## config.mk

```make
export PLATFORM = sky130hd
export DESIGN_NAME = mp_mul_seq
export DESIGN_NICKNAME = d
export VERILOG_FILES = /design/src/rtl/mp_mul_pkg.sv /design/src/rtl/karatsuba_core.sv /design/src/rtl/mp_mul_limb_sel.sv /design/src/rtl/mp_mul_seq.sv
export SDC_FILE = /design/constraint.sdc
export NUM_CORES = 1
export LEC_CHECK = 0
export BUFFER_PORTS_ARGS = -buffer_cell sky130_fd_sc_hd__buf_2
export CAP_MARGIN = 20
export CORE_MARGIN = 2
export CORE_UTILIZATION = 40
export CTS_CLUSTER_DIAMETER = 30
export DETAILED_ROUTE_END_ITERATION = 10
export PLACE_DENSITY_LB_ADDON = 0.05
export SLEW_MARGIN = 20
export SYNTH_ARGS = -nofsm -noshare
export SYNTH_HDL_FRONTEND = slang
export SYNTH_SLANG_ARGS = --single-unit
```

## constraint.sdc

```tcl
create_clock -name clk -period 13.1 [get_ports clk]
set_input_delay 1.31 -clock clk [delete_from_list [all_inputs] [get_ports clk]]
set_output_delay 1.31 -clock clk [all_outputs]
set_load 0.01 [all_outputs]
```

## src/rtl/mp_mul_pkg.sv

```systemverilog
// Shared definitions for the sequential multi-precision multiplier:
// FSM state encodings and the limb-counter width helper.
package mp_mul_pkg;

    typedef logic [1:0] state_t;

    // DRAIN is always encoded. It is only reachable when the core output
    // pipeline register is built in.
    localparam state_t ST_IDLE  = 2'd0;
    localparam state_t ST_RUN   = 2'd1;
    localparam state_t ST_DRAIN = 2'd2;
    localparam state_t ST_DONE  = 2'd3;

    // Width of the limb index counters. Two limbs still need one bit.
    function automatic int cnt_width(input int limbs);
        return (limbs <= 2) ? 1 : $clog2(limbs);
    endfunction

endpackage

```

## src/rtl/karatsuba_core.sv

```systemverilog
// Combinational N x N -> 2N unsigned multiplier using one Karatsuba split.
// The three half-width products are recombined modulo 2^(2N). The true
// product always fits in 2N bits, so the wrap-around in the middle term
// cancels out exactly.
module karatsuba_core #(
    parameter int N = 8
) (
    input  logic [N-1:0]   x,
    input  logic [N-1:0]   y,
    output logic [2*N-1:0] z
);

    generate
        if (N == 1) begin : g_bit
            // A single-bit product needs no split.
            assign z = {1'b0, x & y};
        end else begin : g_kara
            localparam int H  = N / 2;
            localparam int W2 = 2 * N;

            logic [H:0]    xs;
            logic [H:0]    ys;
            logic [W2-1:0] z0;
            logic [W2-1:0] z2;
            logic [W2-1:0] zm;
            logic [W2-1:0] z1;

            assign xs = {1'b0, x[H-1:0]} + {1'b0, x[N-1:H]};
            assign ys = {1'b0, y[H-1:0]} + {1'b0, y[N-1:H]};
            assign z0 = W2'(x[H-1:0]) * W2'(y[H-1:0]);
            assign z2 = W2'(x[N-1:H]) * W2'(y[N-1:H]);
            assign zm = W2'(xs) * W2'(ys);
            assign z1 = zm - z0 - z2;
            assign z  = (z2 << N) + (z1 << H) + z0;
        end
    endgenerate

endmodule

```

## src/rtl/mp_mul_limb_sel.sv

```systemverilog
// Selects limb idx (bits [idx*N +: N]) out of a LIMBS*N-bit operand.
module mp_mul_limb_sel #(
    parameter int N     = 8,
    parameter int LIMBS = 4,
    parameter int CW    = 2
) (
    input  logic [LIMBS*N-1:0] vec,
    input  logic [CW-1:0]      idx,
    output logic [N-1:0]       limb
);

    // Build a plain one-hot compare mux over all limbs.
    always_comb begin
        limb = '0;
        for (int k = 0; k < LIMBS; k++) begin
            if (idx == CW'(k)) begin
                limb = vec[k*N +: N];
            end
        end
    end

endmodule

```

## src/rtl/mp_mul_seq.sv

```systemverilog
// Sequential multi-precision unsigned multiplier, P = A*B.
// Each cycle one limb pair goes through the Karatsuba core, and the 2N-bit
// partial product is shifted by (i+j)*N and added into a 2W-bit accumulator.
// There are valid/ready handshakes on both sides, with one operation in flight.
// Define MP_MUL_CORE_REG_EN to register the core output, together with its
// shift amount, ahead of the accumulator. This adds one DRAIN cycle to the
// latency and does not change any result.
module mp_mul_seq
    import mp_mul_pkg::*;
#(
    parameter int N     = 8,
    parameter int LIMBS = 4
) (
    input  logic                   clk,
    input  logic                   rst,
    input  logic                   in_valid,
    output logic                   in_ready,
    input  logic [LIMBS*N-1:0]     a,
    input  logic [LIMBS*N-1:0]     b,
    output logic                   out_valid,
    input  logic                   out_ready,
    output logic [2*LIMBS*N-1:0]   p,
    output logic                   busy
);

    localparam int W  = LIMBS * N;
    localparam int CW = cnt_width(LIMBS);
    localparam int SW = CW + 1;
    localparam logic [CW-1:0] LAST = CW'(LIMBS - 1);

    state_t          state_q, state_d;
    logic [CW-1:0]   i_q, i_d;
    logic [CW-1:0]   j_q, j_d;
    logic [W-1:0]    a_q, a_d;
    logic [W-1:0]    b_q, b_d;
    logic [2*W-1:0]  acc_q, acc_d;

    logic [N-1:0]    limb_a;
    logic [N-1:0]    limb_b;
    logic [2*N-1:0]  core_out;
    logic [SW-1:0]   ij_sum;

    logic            add_en;
    logic [2*N-1:0]  add_val;
    logic [SW-1:0]   add_sh;
    logic [2*W-1:0]  term;

    mp_mul_limb_sel #(.N(N), .LIMBS(LIMBS), .CW(CW)) u_sel_a (
        .vec  (a_q),
        .idx  (i_q),
        .limb (limb_a)
    );

    mp_mul_limb_sel #(.N(N), .LIMBS(LIMBS), .CW(CW)) u_sel_b (
        .vec  (b_q),
        .idx  (j_q),
        .limb (limb_b)
    );

    karatsuba_core #(.N(N)) u_core (
        .x (limb_a),
        .y (limb_b),
        .z (core_out)
    );

    assign ij_sum = SW'(i_q) + SW'(j_q);

`ifdef MP_MUL_CORE_REG_EN
    logic [2*N-1:0]  pp_q, pp_d;
    logic [SW-1:0]   pp_sh_q, pp_sh_d;
    logic            pp_vld_q, pp_vld_d;

    // Capture the core product and its shift amount for every issued pair.
    always_comb begin
        pp_d     = core_out;
        pp_sh_d  = ij_sum;
        pp_vld_d = (state_q == ST_RUN);
    end

    // Pipeline register between the core and the accumulator.
    always_ff @(posedge clk or posedge rst) begin
        if (rst) begin
            pp_q     <= '0;
            pp_sh_q  <= '0;
            pp_vld_q <= 1'b0;
        end else begin
            pp_q     <= pp_d;
            pp_sh_q  <= pp_sh_d;
            pp_vld_q <= pp_vld_d;
        end
    end

    assign add_en  = pp_vld_q;
    assign add_val = pp_q;
    assign add_sh  = pp_sh_q;
`else
    assign add_en  = (state_q == ST_RUN);
    assign add_val = core_out;
    assign add_sh  = ij_sum;
`endif

    // Zero-extend the partial product and move it into limb position i+j.
    always_comb begin
        term = {{(2*W-2*N){1'b0}}, add_val} << (add_sh * N);
    end

    // Next-state logic for the FSM, the limb counters, the operands and the accumulator.
    always_comb begin
        // NOTE: every signal gets a default first, so no path can leave one unassigned and infer a latch.
        state_d = state_q;
        i_d     = i_q;
        j_d     = j_q;
        a_d     = a_q;
        b_d     = b_q;
        acc_d   = acc_q;

        if (add_en) begin
            acc_d = acc_q + term;
        end

        case (state_q)
            ST_IDLE: begin
                if (in_valid) begin
                    a_d     = a;
                    b_d     = b;
                    acc_d   = '0;
                    i_d     = '0;
                    j_d     = '0;
                    state_d = ST_RUN;
                end
            end
            ST_RUN: begin
                if (j_q == LAST) begin
                    j_d = '0;
                    i_d = i_q + CW'(1);
                end else begin
                    j_d = j_q + CW'(1);
                end
                if (i_q == LAST && j_q == LAST) begin
                    i_d = '0;
`ifdef MP_MUL_CORE_REG_EN
                    state_d = ST_DRAIN;
`else
                    state_d = ST_DONE;
`endif
                end
            end
            ST_DRAIN: begin
                state_d = ST_DONE;
            end
            ST_DONE: begin
                if (out_ready) begin
                    state_d = ST_IDLE;
                end
            end
            default: begin
                state_d = ST_IDLE;
            end
        endcase
    end

    // State registers. Reset discards any operation that is in flight.
    always_ff @(posedge clk or posedge rst) begin
        if (rst) begin
            state_q <= ST_IDLE;
            i_q     <= '0;
            j_q     <= '0;
            a_q     <= '0;
            b_q     <= '0;
            acc_q   <= '0;
        end else begin
            // NOTE: sequential state uses non-blocking assignments only, so every flop samples pre-edge values.
            state_q <= state_d;
            i_q     <= i_d;
            j_q     <= j_d;
            a_q     <= a_d;
            b_q     <= b_d;
            acc_q   <= acc_d;
        end
    end

    assign in_ready  = (state_q == ST_IDLE);
    assign out_valid = (state_q == ST_DONE);
    assign busy      = (state_q == ST_RUN) || (state_q == ST_DRAIN);
    assign p         = acc_q;

endmodule

```

* After elaboration in Yosys (flattened, before gate mapping)
Cells that the tools add are included.
** Storage, ports and cells
- Flip-flop bits (word level) :: 134
- Bits of input ports :: 68
- Logic and storage cells :: 64
** Operators by class
- Add/subtract/negate cells :: 10
- $mul :: 3
- Eq/ne operators :: 13
- Shift-type cells :: 1
- Muxes and demuxes :: 21
- Reductions and logical operators :: 10
** Operators with widths (number)
- 2-to-1 mux 64 bit :: 3
- adder 64 bit :: 1
- 2-to-1 mux 8 bit :: 8
- << shifter 16 x 6 -> 64 bit :: 1
- adder 16 bit :: 1
- adder 16 x 8 -> 16 bit :: 1
- multiplier 4 x 4 -> 8 bit :: 2
- 2-to-1 mux 2 bit :: 7
- == test 2 bit (second input constant) :: 6
- subtractor 12 x 8 -> 12 bit :: 1
- subtractor 10 x 8 -> 11 bit :: 1
- adder 4 x 4 -> 5 bit :: 2
- multiplier 5 x 5 -> 10 bit :: 1
- case mux 2 bit (2 select lines) :: 2
- case mux 2 bit (4 select lines) :: 1
- == test 2 x 1 -> 1 bit (second input constant) :: 3
- zero test 2 bit :: 3
- AND reduction 3 bit :: 2
- adder 2 x 1 -> 2 bit (second input constant) :: 2
- != test 2 x 1 -> 1 bit (second input constant) :: 2
- AND reduction 2 bit :: 2
- adder 2 x 2 -> 3 bit :: 1
- != test 3 x 1 -> 1 bit (second input constant) :: 1
- != test 2 bit (second input constant) :: 1
- other kinds (3) :: 3

* Depth between registers and ports, before layout
Gate-level depths: netlist of run 1.
- Depth in word-level cells :: 16
- Depth in mapped cells :: 54
- Mapped depth without buffers :: 52

* Cells and area by module
Synthesis of run 1 repeated with hierarchy kept, for this count alone.
** Unflattened totals
- Cell total of the unflattened synthesis :: 1552
- Area total of the unflattened synthesis :: 12838.6 µm²
** Modules (own cells, without submodules)
- mp_mul_seq :: instances 1, cells an instance 1173, area each 9476.6 µm², sequential area each 3353.2 µm²
- karatsuba_core :: instances 1, cells an instance 359, area each 2969.1 µm², sequential area each 0.0 µm²
- mp_mul_limb_sel :: instances 2, cells an instance 10, area each 196.4 µm², sequential area each 0.0 µm²

* Worst setup path after synthesis of run 1
Ideal clock, no wire load.
- Kind :: reg-to-reg
- Start point :: register j_q[1]
- End point :: register acc_q[63], in the netlist p[63]
- Library setup time :: 0.120 ns
- Arrival time :: 10.900 ns
- Data required time :: 12.980 ns
- Path slack :: 2.080 ns
- Cell stages (with the launch flop) :: 50
- Cells stage by stage :: dfrtp_1 inv_1 ha_1 clkbuf_1 clkbuf_1 nor2_1 a21oi_1 nor2_1 a21oi_1 nor2_1 a21oi_1 inv_1 nand2_1 fa_1 inv_1 fa_1 fa_1 a21o_1 [14 not listed] nor3b_1 xnor2_1 ha_1 mux2_2 a311oi_1 o32ai_1 ha_1 clkbuf_1 a21o_1 a31o_1 a311oi_1 nand3_1 o211ai_1 o31ai_1 a211oi_1 xnor2_1 a21oi_1 a31o_1
** On the way
- Cells in the longest elaborated chain, start to end :: 16
- Elaborated cells between the ends (all ways) :: 22
- Classes of those cells :: 7 x add/sub; 3 x mul; 3 x eq/ne; 1 x shift; 7 x mux; 1 x reduce/logical
** Ends and longest elaborated chain
- from (decl) :: RTL line mp_mul_seq.sv:33 : logic [CW-1:0] j_q, j_d;
- from (signal assigned) :: RTL line mp_mul_seq.sv:175 : j_q <= j_d;
- zero test 2 bit :: RTL line mp_mul_limb_sel.sv:16 : if (idx == CW'(k)) begin
- 2-to-1 mux 8 bit (4 in series) :: RTL line mp_mul_limb_sel.sv:16
- adder 4 x 4 -> 5 bit :: RTL line karatsuba_core.sv:29 : assign ys = {1'b0, y[H-1:0]} + {1'b0, y[N-1:H]};
- multiplier 5 x 5 -> 10 bit :: RTL line karatsuba_core.sv:32 : assign zm = W2'(xs) * W2'(ys);
- subtractor 10 x 8 -> 11 bit :: RTL line karatsuba_core.sv:33 : assign z1 = zm - z0 - z2;
- subtractor 12 x 8 -> 12 bit :: RTL line karatsuba_core.sv:33
- adder 16 bit :: RTL line karatsuba_core.sv:34 : assign z = (z2 << N) + (z1 << H) + z0;
- adder 16 x 8 -> 16 bit :: RTL line karatsuba_core.sv:34
- << shifter 16 x 6 -> 64 bit (*) :: RTL line mp_mul_seq.sv:104 : term = {{(2*W-2*N){1'b0}}, add_val} << (add_sh * N);
- adder 64 bit (*) :: RTL line mp_mul_seq.sv:118 : acc_d = acc_q + term;
- 2-to-1 mux 64 bit (*) :: RTL line mp_mul_seq.sv:117 : if (add_en) begin
- 2-to-1 mux 64 bit :: RTL line mp_mul_seq.sv:123 : if (in_valid) begin
- 2-to-1 mux 64 bit (*) :: RTL line mp_mul_seq.sv:121 : case (state_q)
- via acc_d[63] :: RTL line mp_mul_seq.sv:36 : logic [2*W-1:0] acc_q, acc_d;
- to (signal assigned) :: RTL line mp_mul_seq.sv:170 : acc_q <= '0;
- to (signal assigned) :: RTL line mp_mul_seq.sv:178 : acc_q <= acc_d;
- to (decl) :: RTL line mp_mul_seq.sv:36
Mark *: on every way through the listed nets, which the timed path passes. The rest lies on a longest branch.
A chain may end at the register's enable or synchronous reset.

* Final worst setup path of run 1
- Start point :: register i_q[0]
- End point :: register acc_q[63], in the netlist p[63]
** On the way
- Cells in the longest elaborated chain, start to end :: 16
- Elaborated cells between the ends (all ways) :: 22
- Classes of those cells :: 7 x add/sub; 3 x mul; 3 x eq/ne; 1 x shift; 7 x mux; 1 x reduce/logical
** Ends and longest elaborated chain
- from (decl) :: RTL line mp_mul_seq.sv:32 : logic [CW-1:0] i_q, i_d;
- from (signal assigned) :: RTL line mp_mul_seq.sv:174 : i_q <= i_d;
- zero test 2 bit :: RTL line mp_mul_limb_sel.sv:16
- 2-to-1 mux 8 bit (4 in series) :: RTL line mp_mul_limb_sel.sv:16
- adder 4 x 4 -> 5 bit :: RTL line karatsuba_core.sv:28 : assign xs = {1'b0, x[H-1:0]} + {1'b0, x[N-1:H]};
- multiplier 5 x 5 -> 10 bit :: RTL line karatsuba_core.sv:32
- subtractor 10 x 8 -> 11 bit :: RTL line karatsuba_core.sv:33
- subtractor 12 x 8 -> 12 bit :: RTL line karatsuba_core.sv:33
- adder 16 bit :: RTL line karatsuba_core.sv:34
- adder 16 x 8 -> 16 bit :: RTL line karatsuba_core.sv:34
- << shifter 16 x 6 -> 64 bit (*) :: RTL line mp_mul_seq.sv:104
- adder 64 bit (*) :: RTL line mp_mul_seq.sv:118
- 2-to-1 mux 64 bit (*) :: RTL line mp_mul_seq.sv:117
- 2-to-1 mux 64 bit :: RTL line mp_mul_seq.sv:123
- 2-to-1 mux 64 bit (*) :: RTL line mp_mul_seq.sv:121
- via acc_d[63] :: RTL line mp_mul_seq.sv:36
Marks and branches as above.

==> results of run 1 <==
## worst reg2reg max path: cells and delay by family, from the launching register on
kind	cells	cell delay, ps
AO/OA/AOI/OAI	17	3530
AND/OR/NAND/NOR	13	1790
adder cells (fa/ha/maj)	11	4570
XOR/XNOR	5	1150
buffers and inverters	5	410
flip-flops	1	450
## how the worst min path moves through the flow
| stage | cells past startpoint | startpoint | to |
|---|---|---|---|
| after global routing | 2 | a_q[21]$_DFFE_PP0P_ | a_q[21]$_DFFE_PP0P_ |
| after CTS | 2 | a_q[21]$_DFFE_PP0P_ | a_q[21]$_DFFE_PP0P_ |
| final | 2 | a_q[21]$_DFFE_PP0P_ | a_q[21]$_DFFE_PP0P_ |
| after detailed placement | 2 | a_q[21]$_DFFE_PP0P_ | a_q[21]$_DFFE_PP0P_ |
| after global placement | 2 | a_q[27]$_DFFE_PP0P_ | a_q[27]$_DFFE_PP0P_ |
| after floorplan | 2 | a_q[0]$_DFFE_PP0P_ | a_q[0]$_DFFE_PP0P_ |
## state kept, by name (all words and copies together) (netlist names)
| name | count |
|---|---|
| j_q | 2 |
| a_q | 32 |
| state_q | 2 |
| i_q | 2 |
| p | 64 |
| b_q | 32 |
## through the flow
step / instances / instance area [um2] / setup slack [ps]
floorplan: 1742 / 13400 / 2080
global placement: 2243 / 14400 / 882
detailed placement: 2243 / 14400 / 702
CTS: 2274 / 15000 / 682
global route: 2274 / 15000 / 58.3
finish: 2274 / 15000 / 1080
## metal layers
metal  part of all wire [%]  up-vias  global-route usage [%]  wire, um
li1                       -     6179                       -         -
met1                     52     5893                    37.6     22000
met2                     42      330                    36.5     17800
met3                    5.0       33                    3.98      2120
met4                    1.5        0                    6.01       628
met5                      0        -                       0         0
## kinds of logic (layout without fill, tap and decap cells)
| kind of cell | Yosys count | after routing | share of synthesized area [%] |
|---|---|---|---|
| AOI/OAI and AO/OA | 415 | 415 | 20.0 |
| xor gates and xnor gates | 80 | 80 | 5.24 |
| adders and majority gates | 177 | 177 | 18.3 |
| buffers and inverters | 195 | 285 | 5.49 |
| DFF | 134 | 134 | 25.1 |
| muxes | 43 | 43 | 3.24 |
| and+or+nand+nor | 698 | 698 | 22.7 |
## cell usage after synthesis (all sizes together), types with 4 or more instances
| cell type | instances |
|---|---|
| a21boi | 6 |
| o21bai | 25 |
| a21o | 46 |
| a311oi | 5 |
| o21ai | 83 |
| a211oi | 17 |
| and2 | 12 |
| fa | 31 |
| nand2 | 290 |
| o32ai | 8 |
| nand2b | 13 |
| o21a | 7 |
| or3 | 8 |
| o31ai | 7 |
| nand4 | 26 |
| nor3b | 4 |
| a31oi | 10 |
| or2 | 7 |
| and3 | 15 |
| nand3 | 30 |
| o2111ai | 4 |
| o211ai | 6 |
| a21oi | 151 |
| nor3 | 19 |
| buf | 5 |
| a22oi | 4 |
| o22ai | 7 |
| nor4 | 4 |
| inv | 108 |
| nor2b | 19 |
| ha | 146 |
| xor2 | 32 |
| clkbuf | 81 |
| xnor2 | 48 |
| dfrtp | 134 |
| nor2 | 238 |
| mux2i | 40 |
| and4 | 4 |
## cell type report
cell class / count / area (um2)
clock buffers: 19 / 443
clock inverters: 12 / 144
fillers: 3414 / 17700
inverters: 109 / 414
multi-input cells: 1413 / 9340
flip-flops and latches: 134 / 3350
well taps: 442 / 553
repair buffers: 145 / 753
## timing repair
action | in CTS | in global routing
resized for setup | 0 | 6
setup endpoints to repair | 0 | 3
buffers inserted | 0 | 0
## cells in the final DEF (no fill, tap or decap), types with 6 or more instances in the layout
master	count
nor2_1	238
o22ai_1	7
nor3_1	19
nand2_1	289
fa_1	31
nand4_1	26
clkbuf_16	17
a21o_1	46
o32ai_1	8
o21bai_1	25
nor2b_1	19
a211oi_1	17
and3_1	15
buf_2	134
inv_6	6
xnor2_1	48
a31oi_1	10
xor2_1	32
o21ai_1	24
inv_1	107
nand2b_1	13
nand3_1	30
o21a_1	7
buf_4	11
dfrtp_1	134
or3_1	8
a21oi_1	147
o21ai_0	55
mux2i_1	40
ha_1	143
and2_1	11
==> results.cfg, run 1 <==
[clock_tree]
clk_pin_slew_ps = 70
insertion_delay_ps = 460
ctsRootBufferMaster = clkbuf_16
cts_tree = done
numCtsBuffers = 17
cts.sinks = 134
cts_hold_buffers = 0
clock_path_buffers = 2
htree_levels = 4

[sta]
maxSlewHeadroom_pct = 35.2
min_period_ps = 12020
setup_violations = 0
finalClockSkew_ps = 12.9
slew_violations = 0
worst_slew_pin_slew_ps = 973
finalSetupTns_ps = 0
fin_crit_sh_pct = 91.8
rsz0062_at_grt = no
fmax_ghz = 0.0832
finalHoldViolCount = 0
hold_ws_ps = 474

[logic_synthesis]
seq_area_frac_synth_pct = 25.1
ys_ff_latch = 134
syn-instance-count = 1742
synth_nets = 1987
ys_types = 77
syn_area_um2 = 13400
yosysWarnings = 0
ys_async_sr_fraction_pct = 100
yosysTopAreaCell = dfrtp_1
synth_top_area_share_pct = 25.1
synth_area_leaders = dfrtp_1 (25%), ha_1 (14%), nand2_1 (8.1%), nor2_1 (6.7%), a21oi_1 (5.6%)
synthFlopType = dfrtp_1
synth-edff-count = 0
avgSynthCellArea_um2 = 7.68

[placed_design]
place.port_buffers = 134
hpwl_um = 33200
place.gp.congestion = 0.971

[drt]
ant_nets = 0
routed_via_density = 5.47
wirelength_um = 42500
drtPass1Iterations = 6
vias = 12400
wl_per_cell_um = 18.7
drc = 0
drt_iter0_drc = 899

[floorplanning]
start_util_pct = 40.9
die_area_um2 = 34900
fp.dieW_um = 187
die_h_um = 187
io_pins = 135
num_rows = 66
coreArea_um2 = 32700

[setup_path]
path_depth = 51
worstPathMaxFanout = 8
crit_buf_inv = 5
worst_path_most_repeated_cell = a21oi_1
rr_endpoint = p[63]$_DFF_PP0_
cp_data_required_time_ps = 13450
worstSetupStartpointType = flip-flop
setup.worst_path.end = p[63]$_DFF_PP0_
slowest_stage = fa_1
cp.arrival_ps = 12370
path_class = reg2reg
path_delay_family = adder cells
worstSetupEndpointType = flip-flop
reg2reg_slack_ps = 1080
cpPeakStageDelay_ps = 540
startpoint = i_q[0]$_DFFE_PP0P_
rr_worst_depth = 51
timing.rr.start = i_q[0]$_DFFE_PP0P_

[run_status]
status = finished, final reports clean

[grt]
grt-ovfl-total = 0
grt_pass1_vias = 12200
grt_max_degree = 87
antenna_found_initial = 0
track_usage_pct = 24.8
grt_pass1_wl_um = 68400

[flow_run]
maxCapViolCount = 0

[hold_path]
hp-class = reg2reg

[layout]
fin_util_pct = 45.9
n_antenna_cell = 0
syn_to_final_growth_pct = 12.1
drive_gt1_share_pct = 11.4
final_nets = 2065
Power of run 1 is left out: the tool's default activity adds up to more than one toggle a clock period on the data nets, which glitch-free logic cannot reach.
==> run 2, diff against run 1 <==
--- a/config.mk
+++ b/config.mk
@@ -11,6 +11,7 @@
 export CORE_UTILIZATION = 40
 export CTS_CLUSTER_DIAMETER = 30
 export DETAILED_ROUTE_END_ITERATION = 10
+export GPL_TIMING_DRIVEN = 0
 export PLACE_DENSITY_LB_ADDON = 0.05
 export SLEW_MARGIN = 20
 export SYNTH_ARGS = -nofsm -noshare
==> constraint.sdc (replaced) <==
create_clock -name clk -period 11.4 [get_ports clk]
set_input_delay 1.14 -clock clk [delete_from_list [all_inputs] [get_ports clk]]
set_output_delay 1.14 -clock clk [all_outputs]
set_load 0.01 [all_outputs]
==> results.cfg, run 2 (same netlist as run 1, synthesis figures left out) <==
[clock_tree]
numCtsBuffers = 17
insertion_delay_ps = 460
htree_levels = 4
clock_path_buffers = 2
cts_tree = done
ctsRootBufferMaster = clkbuf_16
cts_hold_buffers = 0
cts.sinks = 134
clk_pin_slew_ps = 70

[floorplanning]
start_util_pct = 40.9
die_area_um2 = 34900
num_rows = 66
fp.dieW_um = 187
io_pins = 135
coreArea_um2 = 32700
die_h_um = 187

[grt]
grt_pass1_wl_um = 69900
grt_pass1_vias = 12500
track_usage_pct = 25.6
grt_max_degree = 96
antenna_found_initial = 0
grt-ovfl-total = 0

[drt]
drt_iter0_drc = 1087
wirelength_um = 44400
ant_nets = 0
drc = 0
wl_per_cell_um = 18.7
routed_via_density = 5.42
drtPass1Iterations = 5
vias = 12900

[setup_path]
crit_buf_inv = 7
reg2reg_slack_ps = 430
cp.arrival_ps = 11300
worstSetupEndpointType = flip-flop
cp_data_required_time_ps = 11730
slowest_stage = fa_1
worstPathMaxFanout = 8
path_delay_family = adder cells
path_class = reg2reg
cpPeakStageDelay_ps = 530
worstSetupStartpointType = flip-flop

[sta]
finalClockSkew_ps = 14.8
maxSlewHeadroom_pct = 33.7
worst_slew_pin_slew_ps = 995
fin_crit_sh_pct = 96.2
finalSetupTns_ps = 0
min_period_ps = 10970
slew_violations = 0
setup_violations = 0
fmax_ghz = 0.0912
finalHoldViolCount = 0

[flow_run]
maxCapViolCount = 0

[placed_design]
place.gp.congestion = 0.916
hpwl_um = 34300
dp_cells = 2319
placed_area_um2 = 14600
place.port_buffers = 134

[layout]
stdcell_count = 2380
final_nets = 2170
fin_util_pct = 49.4
n_antenna_cell = 0
drive_gt1_share_pct = 18.3
largest_register_ffs = 64
syn_to_final_growth_pct = 20.8
final_common_cell = nand2_1
fin_area_um2 = 16200
fillCellCount = 3370
layout_common_cells = nand2_1 (285), nor2_1 (229), buf_2 (135), dfrtp_1 (130), ha_1 (127)

[hold_path]
hp-class = reg2reg

[run_status]
status = finished, final reports clean
[run 2: what timing repair did]
action	CTS	global route
setup buffers	18	28
pin swaps	12	42
gates resized for setup	62	95
endpoints found under the hold margin	0	0
endpoints found under the setup margin	51	43
[run 2: worst min-delay path, stage by stage, from the launching register on]
cell     delay (ps)
dfrtp_1         340
nand2_1          50
nand2_1          50
[run 2: worst paths after layout]
check,startpoint,end,depth (start not counted)
min in group asynchronous,rst,p[46]$_DFF_PP0_,2
worst min register to register,b_q[13]$_DFFE_PP0P_,b_q[13]$_DFFE_PP0P_,2
worst min-delay path,b_q[13]$_DFFE_PP0P_,b_q[13]$_DFFE_PP0P_,2
max in group asynchronous,rst,b_q[28]$_DFFE_PP0P_,3
worst max register to register,i_q[1]$_DFFE_PP0P_,p[56]$_DFF_PP0_,52
worst max-delay path,i_q[1]$_DFFE_PP0P_,p[56]$_DFF_PP0_,52
[run 2: layout make-up]
class / count / area, um2 / area share [%]
Tap cell: 442 / 553 / 3.42
Buffer: 69 / 292 / 1.80
Sequential cell: 134 / 3360 / 20.8
Multi-Input combinational cell: 1413 / 9930 / 61.4
Timing Repair Buffer: 181 / 1060 / 6.53
Inverter: 109 / 427 / 2.64
Clock buffer: 18 / 439 / 2.72
Clock inverter: 14 / 114 / 0.704
[run 2: metrics by stage]
stage	hold WS (ps)	setup slack, ps
detailed placement	463	-2050
global route	502	-97.8
global placement	458	-2390
finish	476	435
floorplan	446	380
CTS	480	19.2
[run 2: routing by layer]
| metal | wire (um) | global-route usage [%] |
|---|---|---|
| met1 | 22100 | 37.3 |
| met2 | 19400 | 39.4 |
| met3 | 2290 | 4.24 |
| met4 | 652 | 5.89 |
| met5 | 0 | 0 |
Power of run 2 is left out for the same reason.
